[src/rtl/cpu_pkg.sv]
// Shared CPU front-end definitions: default widths and the fetch FSM state encoding.
package cpu_pkg;

  localparam int PC_W    = 4;
  localparam int INSTR_W = 16;

  localparam logic [1:0] ST_IDLE    = 2'b00;
  localparam logic [1:0] ST_WAIT    = 2'b01;
  localparam logic [1:0] ST_DISCARD = 2'b10;

endpackage

[src/rtl/fetch_fifo.sv]
// Synchronous instruction FIFO with push, pop, flush and occupancy count.
module fetch_fifo #(
  parameter int DEPTH = 4,
  parameter int WIDTH = 20
) (
  input  logic                     clk1,
  input  logic                     reset,
  input  logic                     push,
  input  logic [WIDTH-1:0]         push_data,
  input  logic                     pop,
  input  logic                     flush,
  output logic [WIDTH-1:0]         pop_data,
  output logic                     full,
  output logic                     empty,
  output logic [$clog2(DEPTH):0]   count
);

  localparam int AW = $clog2(DEPTH);

  logic [WIDTH-1:0] mem [DEPTH];
  logic [AW-1:0]    wr_ptr;
  logic [AW-1:0]    rd_ptr;
  logic             do_push;
  logic             do_pop;

  assign full     = (count == (AW+1)'(DEPTH));
  assign empty    = (count == '0);
  assign do_pop   = pop && !empty;
  assign do_push  = push && (!full || do_pop);
  assign pop_data = mem[rd_ptr];

  always_ff @(posedge clk1 or negedge reset) begin
    if (!reset) begin
      wr_ptr <= '0;
      rd_ptr <= '0;
      count  <= '0;
    end else if (flush) begin
      wr_ptr <= '0;
      rd_ptr <= '0;
      count  <= '0;
    end else begin
      if (do_push) wr_ptr <= wr_ptr + AW'(1);
      if (do_pop)  rd_ptr <= rd_ptr + AW'(1);
      case ({do_push, do_pop})
        2'b10:   count <= count + (AW+1)'(1);
        2'b01:   count <= count - (AW+1)'(1);
        default: ;
      endcase
    end
  end

  // Storage carries no reset; occupancy alone decides what is valid.
  always_ff @(posedge clk1) begin
    if (do_push && !flush) mem[wr_ptr] <= push_data;
  end

endmodule

[src/rtl/fetch_queue.sv]
// Instruction fetch front end: single-outstanding memory requester feeding a FIFO.
// Optional stall counter enabled by defining FETCH_QUEUE_STALL_CNT_EN.
module fetch_queue #(
  parameter int DEPTH   = 4,
  parameter int PC_W    = cpu_pkg::PC_W,
  parameter int INSTR_W = cpu_pkg::INSTR_W
) (
  input  logic               clk1,
  input  logic               reset,
  output logic               imem_req,
  output logic [PC_W-1:0]    imem_addr,
  input  logic               imem_ack,
  input  logic [INSTR_W-1:0] imem_rdata,
  input  logic               redirect,
  input  logic [PC_W-1:0]    redirect_pc,
  output logic               instr_valid,
  output logic [INSTR_W-1:0] instr_out,
  output logic [PC_W-1:0]    instr_pc,
  input  logic               instr_ready,
  output logic [15:0]        stall_cnt
);

  import cpu_pkg::*;

  localparam int CW = $clog2(DEPTH) + 1;
  localparam int QW = INSTR_W + PC_W;

  logic [1:0]      state;
  logic [PC_W-1:0] pc;
  logic            fifo_full;
  logic            fifo_empty;
  logic [CW-1:0]   fifo_count;
  logic            push;
  logic            pop;
  logic [QW-1:0]   head;

  // Redirect wins over both queue ports: flush, no push, no pop.
  assign pop  = instr_valid && instr_ready && !redirect;
  assign push = (state == ST_WAIT) && imem_ack && !redirect && !fifo_full;

  assign instr_valid = !fifo_empty;
  assign instr_out   = head[QW-1:PC_W];
  assign instr_pc    = head[PC_W-1:0];

  fetch_fifo #(
    .DEPTH (DEPTH),
    .WIDTH (QW)
  ) u_fifo (
    .clk1      (clk1),
    .reset     (reset),
    .push      (push),
    .push_data ({imem_rdata, imem_addr}),
    .pop       (pop),
    .flush     (redirect),
    .pop_data  (head),
    .full      (fifo_full),
    .empty     (fifo_empty),
    .count     (fifo_count)
  );

  always_ff @(posedge clk1 or negedge reset) begin
    if (!reset) begin
      state     <= ST_IDLE;
      pc        <= '0;
      imem_req  <= 1'b0;
      imem_addr <= '0;
    end else begin
      case (state)
        ST_IDLE: begin
          if (redirect) begin
            pc <= redirect_pc;
          end else if (fifo_count < CW'(DEPTH)) begin
            imem_req  <= 1'b1;
            imem_addr <= pc;
            state     <= ST_WAIT;
          end
        end
        ST_WAIT: begin
          if (imem_ack) begin
            imem_req <= 1'b0;
            state    <= ST_IDLE;
            pc       <= redirect ? redirect_pc : pc + PC_W'(1);
          end else if (redirect) begin
            pc    <= redirect_pc;
            state <= ST_DISCARD;
          end
        end
        // The in-flight response belongs to the old stream and is dropped.
        ST_DISCARD: begin
          if (redirect) pc <= redirect_pc;
          if (imem_ack) begin
            imem_req <= 1'b0;
            state    <= ST_IDLE;
          end
        end
        default: begin
          imem_req <= 1'b0;
          state    <= ST_IDLE;
        end
      endcase
    end
  end

`ifdef FETCH_QUEUE_STALL_CNT_EN
  logic [15:0] stall_q;

  always_ff @(posedge clk1 or negedge reset) begin
    if (!reset) begin
      stall_q <= '0;
    end else if (instr_ready && !instr_valid && stall_q != 16'hFFFF) begin
      stall_q <= stall_q + 16'd1;
    end
  end

  assign stall_cnt = stall_q;
`else
  assign stall_cnt = '0;
`endif

endmodule

[config.mk]
export PLATFORM = sky130hd
export DESIGN_NAME = fetch_queue
export DESIGN_NICKNAME = d
export VERILOG_FILES = /design/src/rtl/cpu_pkg.sv /design/src/rtl/fetch_fifo.sv /design/src/rtl/fetch_queue.sv
export SDC_FILE = /design/constraint.sdc
export NUM_CORES = 1
export LEC_CHECK = 0
export ABC_AREA = 1
export CORE_MARGIN = 10
export CORE_UTILIZATION = 48
export CTS_BUF_LIST = sky130_fd_sc_hd__clkbuf_2 sky130_fd_sc_hd__clkbuf_4 sky130_fd_sc_hd__clkbuf_8
export CTS_CLUSTER_SIZE = 16
export DETAILED_ROUTE_END_ITERATION = 10
export PLACE_DENSITY = 0.76
export SLEW_MARGIN = 10
export SYNTH_ARGS = -nofsm -noshare
export SYNTH_HDL_FRONTEND = slang
export SYNTH_SLANG_ARGS = --single-unit
[constraint.sdc]
create_clock -name clk1 -period 2.5 [get_ports clk1]
set_clock_uncertainty 0.2 [all_clocks]
set_input_delay 0.25 -clock clk1 [delete_from_list [all_inputs] [get_ports clk1]]
set_output_delay 0.25 -clock clk1 [all_outputs]
set_load 0.01 [all_outputs]
==> out/qor.yml <==
fp.dieH_um: 113.0
clock.fmax_mhz: 420.4
tritoncts: "built"
grt_usage_pct: 12.73
antenna_cells: 0
ys_types: 27
min_period_over_period_pct: 95.15
layout-drive-gt1-share_pct: 11.38
regArea_um2: 2853
first_pass_iters: 4
post-dp-hpwl_um: 5398
yosys.area.top_type_share_pct: 57.81
initial_core_util_pct: 49.82
critPathKind: "reg2out"
post-place-ws_ps: 71.21
tns_ps: 0
finish.utilization_pct: 60.61
path_delay_family: "buffers and inverters"
io_pins: 67
ys_top_cells_by_area: "edfxtp_1, dfrtp_1, o21ai_0, nor2_1, nand2_1"
yosysWarnings: 0
path_cells: "inv_1, buf_12, o21ai_0, o22ai_1, clkdlybuf4s50_1"
crit_buf_inv: 3
synth_area_per_cell_um2: 11.94
rows: 33
cp.arrival_ps: 1930
cp_max_fo: 25
fin_hold_ws_ps: 7.564
wire_per_inst_um: 15.70
area_delta_synth_final_pct: 21.65
hold_class: "in2async"
numPortBuffers: 50
antenna_left: 0
fin_area_um2: 5055
cp_slowest_cell: "clkdlybuf4s50_1"
synth.cell_area_um2: 4155
place_inst: 502
htree_levels: 3
grt_pass1_wl_um: 13200
vias_per_cell: 5.141
ir_drop_uv: 420.7
critPathRequiredTime_ps: 2050
power_mw: 4.632
power.leakage_nw: 1.931
cts-root-buf: "clkbuf_8"
layout.nets: 443
num_vias: 2663
grt_max_degree: 31
grt_pass1_vias: 2683
dpl_cell_area_um2: 4825
gp_congestion: 0.7864
fin_cells: 518
power_density_nw_per_um2: 916.3
synth_area_leader_cell: "edfxtp_1"
hold_buffers: 0
worst_slack_ps: 121.4
multi_input_area_um2: 1112
drc_errors: 0
antenna_found_initial: 0
status: "completed"
maxSlewViolCount: 0
critPathCaptureType: "output pin"
die_area_um2: 12780
seq_area_frac_synth_pct: 68.65
drt-initial-drc-count: 138
hold_violations: 0
clkLatencyLatePin_ps: 360
layout_min_cycle_time_ps: 2379
finalSetupViolCount: 0
yosys_register_bits: 98
core_um2: 8341
rsz0062_at_grt: "false"
worstSetupStartpointType: "flip-flop"
die-width_um: 113.0
grt_overflow: 0
slowest_delay_ps: 570
routed_wl_um: 8134
fill_cells: 660
numCtsBuffers: 9
maxCapViolCount: 0
clock-sinks: 98
synthCells: 348
clk_pin_slew_ps: 90
clock_path_buffers: 2
-- cell usage in the layout, fill, tap and decap left out, types with 3 or more instances in the layout --
cell and instances:
dlymetal6s2s_1 7, ha_1 8, nand2_1 36, o21ai_0 50, clkinvlp_4 3, o22ai_1 21, nand3_1 9, buf_4 6
inv_1 19, nor2_2 5, buf_12 5, a21oi_1 4, conb_1 16, buf_6 3, edfxtp_1 80, clkbuf_8 9
clkdlybuf4s50_1 43, mux2_2 3, dfrtp_1 18, nor2_1 50
-- cells in the mapped netlist --
library cell / n
mux2i_1: 1
edfxtp_1: 80
o31ai_1: 1
nand2_2: 2
o21ai_0: 50
nor2_1: 54
clkbuf_1: 10
mux2_2: 3
inv_2: 2
dfrtp_1: 18
conb_1: 1
buf_4: 17
nand2_1: 36
a21oi_2: 1
fa_1: 1
buf_1: 2
nand2_4: 1
nor2_2: 1
buf_6: 1
ha_1: 9
inv_1: 20
nor3_1: 1
nor2_4: 1
nand3_1: 9
a21oi_1: 4
o22ai_1: 21
xnor2_1: 1
-- logic make-up (layout without fill, tap and decap cells) --
group | after synthesis | after routing | share of synthesized area [%]
adder cells (fa/ha/maj) | 10 | 10 | 3.192
AO/OA/AOI/OAI | 77 | 77 | 10.06
other | 1 | 16 | 0.09025
XOR/XNOR | 1 | 1 | 0.2108
flip-flops | 98 | 98 | 68.65
AND/OR/NAND/NOR | 105 | 105 | 10.33
buffers and inverters | 52 | 102 | 6.414
multiplexers | 4 | 4 | 1.054
-- flip-flops by register name (all words and copies together), names as in the netlist --
name and cells:
u_fifo.mem 80, u_fifo.wr_ptr 2, u_fifo.rd_ptr 2, pc 4
imem_addr 4, state 2, imem_req 1, u_fifo.count 3
-- metal layers --
metal / wire length (µm) / part of all wire [%] / vias to the layer above / track usage, %
li1: - / - / 1313 / -
met1: 3407 / 42 / 1260 / 14.94
met2: 3935 / 48 / 79 / 20.89
met3: 657 / 8.1 / 11 / 4.226
met4: 133 / 1.6 / 0 / 5.499
met5: 0 / 0 / - / 0
-- path summary, 6_finish.rpt --
check,startpoint,to,slack [ps],cells past startpoint
min,reset,pc[1],8,2
max reg2reg,state[1],u_fifo.count[2],200,14
max in group asynchronous,reset,u_fifo.wr_ptr[0],1890,2
min reg2reg,pc[3],pc[3],300,2
max,u_fifo.rd_ptr[0],instr_pc[3],120,5
min in group clk1,pc[3],pc[3],300,2
-- area by class of cell --
cell class	count	share of cell area [%]
Tap cell	105	2.599
Clock inverter	7	1.040
Sequential cell	98	56.44
Timing Repair Buffer	64	13.79
Multi-Input combinational cell	213	22.01
Inverter	22	1.683
Clock buffer	9	2.450
-- report_power, final --
group          leakage, nW  internal, mW  total, mW  switching (mW)
combinational        0.903         0.763       1.61           0.851
sequential           0.948          1.96       2.11           0.141
clock               0.0799         0.366      0.912           0.546
total                 1.93          3.09       4.63            1.54
-- what timing repair did --
item                                    in CTS  in global routing
buffers inserted                             0                  0
gates resized for setup                      1                 16
endpoints found under the hold margin        0                  0
pin swaps                                    0                  1
endpoints found under the setup margin       4                 17
No activity file was read; power rests on OpenSTA's default activity.
==> RTL change, RTL diff (config.mk and constraints unchanged) <==
The package constant `INSTR_W` goes from 16 to 32.
--- a/src/rtl/cpu_pkg.sv
+++ b/src/rtl/cpu_pkg.sv
@@ -2,7 +2,7 @@
 package cpu_pkg;
 
   localparam int PC_W    = 4;
-  localparam int INSTR_W = 16;
+  localparam int INSTR_W = 32;
 
   localparam logic [1:0] ST_IDLE    = 2'b00;
   localparam logic [1:0] ST_WAIT    = 2'b01;
Interface: changed (resized imem_rdata and instr_out); port bits go from 67 to 99. No check against the original RTL was run, so the function may have changed too.
==> RTL change against the original RTL <==
- area after synthesis increased by 58%
- design area increased by 61%
- non-clock buffer count up 48
- sequential cell count grew 64
- wire length rose by 75%
- power is 63% higher
- clock power is 110% higher
- sequential power rose by 58%
- setup slack improved by 43 ps
- critical path type unchanged
==> RTL change: results (changes against the original RTL) <==
Placed design
  • Post-DP HPWL: 8840 um (+64%)
  • RePlAce Congestion: 0.890 (+13%)
  • Buffers added on ports: 82 (+64%)

Clock tree
  • CTS Hold Buffers Added: 1 (+1)
  • Setup Buffers After CTS: 2 (+2)
  • Clk_lat worst skew: 440 ps (+80 ps)
  • H-tree depth: 4 (+1)
  • CTS Buf Count: 17 (+8)

Yosys
  • Post-synth ARST share: 0.111 (-0.0726)
  • Count of unique library cells instantiated by Yosys: 30 (+11%)
  • Synth area leaders: edfxtp_1 (66%), dfrtp_1 (6.9%), o21ai_0 (5.8%)
  • Register area share after synthesis: 0.728 (+0.0414)
  • EDFF count, synth: 144 (+80%)

Worst setup path
  • Max FO, Critical Path: 24 (-4.0%)
  • Worst Path Arrival: 1890 ps (-40 ps)

Worst hold path
  • Hold crit path type: in -> reg

Power
  • Clk. pwr: 1.94 mW (+110%)
  • Static Leak: 2.98 nW (+55%)

Cells and area
  • Regs by FF count: u_fifo.mem: 144 flops, imem_addr: 4 flops, pc: 4 flops
  • Fin nets: 662 (+49%)

Global route
  • First-pass GRT wire length: 22000 um (+67%)
  • Pin count of the biggest net entering global routing: 40 (+29%)
  • Gr usage total: 0.153 (+0.0261)

Run status
  • Status: finished, final reports clean

Routing
  • WL per Instance: 17.8 um (+13%)
  • 1st-iter DRT viols: 307 (+120%)
  • DR vias/cell: 5.38 (+4.6%)
  • DRT Pass-1 Iters: 5 (+1)
[RTL change: final cells by class]
type | count | share of cell area
Tap cell | 176 | 0.0270
Multi-Input combinational cell | 294 | 0.190
Clock inverter | 13 | 0.0206
Sequential cell | 162 | 0.586
Inverter | 24 | 0.0115
Clock buffer | 18 | 0.0296
Timing Repair Buffer | 112 | 0.136
[RTL change: final timing paths]
check,slack [ps],to
hold / removal,240,u_fifo.mem[0][11]
hold reg to reg,320,pc[3]
setup / recovery,160,instr_pc[0]
setup reg to reg,170,u_fifo.count[2]
min in group asynchronous,490,pc[3]
max in group asynchronous,1080,u_fifo.rd_ptr[0]
[RTL change: logic make-up after synthesis]
family	Yosys count	synth area share
simple gates	138	0.0893
mux	2	0.00324
compound gates	127	0.105
fa+ha+maj	10	0.0202
other cells	1	0.000572
xor+xnor	1	0.00134
flops	162	0.728
buf+inv	65	0.0523
[RTL change: through the flow]
step / setup WS [ps] / util / TNS, ps / power (mW) / std cells
2_1_floorplan: -597 / - / -85930 / 4.55 / 521
3_3_place_gp: 143 / 0.578 / 0 / 5.62 / 762
3_5_place_dp: 5.46 / 0.578 / 0 / 5.69 / 762
4_1_cts: 35.4 / 0.611 / 0 / 7.54 / 797
5_1_grt: -38.9 / 0.613 / -38.9 / 7.93 / 799
6_report: 165 / 0.613 / 0 / 7.53 / 799
[RTL change: worst max-delay path, cell delays in order, from the launching register on]
cell and delay [ps]:
dfrtp_2 450, clkinv_2 120, bufbuf_16 320, nor2_1 70
o22ai_2 190, dlygate4sd2_1 300
[RTL change: routing by layer]
metal / wire length (um) / global-route usage / vias to the layer above
li1: - / - / 1991
met1: 5460 / 0.172 / 2106
met2: 7210 / 0.262 / 180
met3: 1380 / 0.0488 / 20
met4: 148 / 0.0697 / 0
met5: 0 / 0 / -
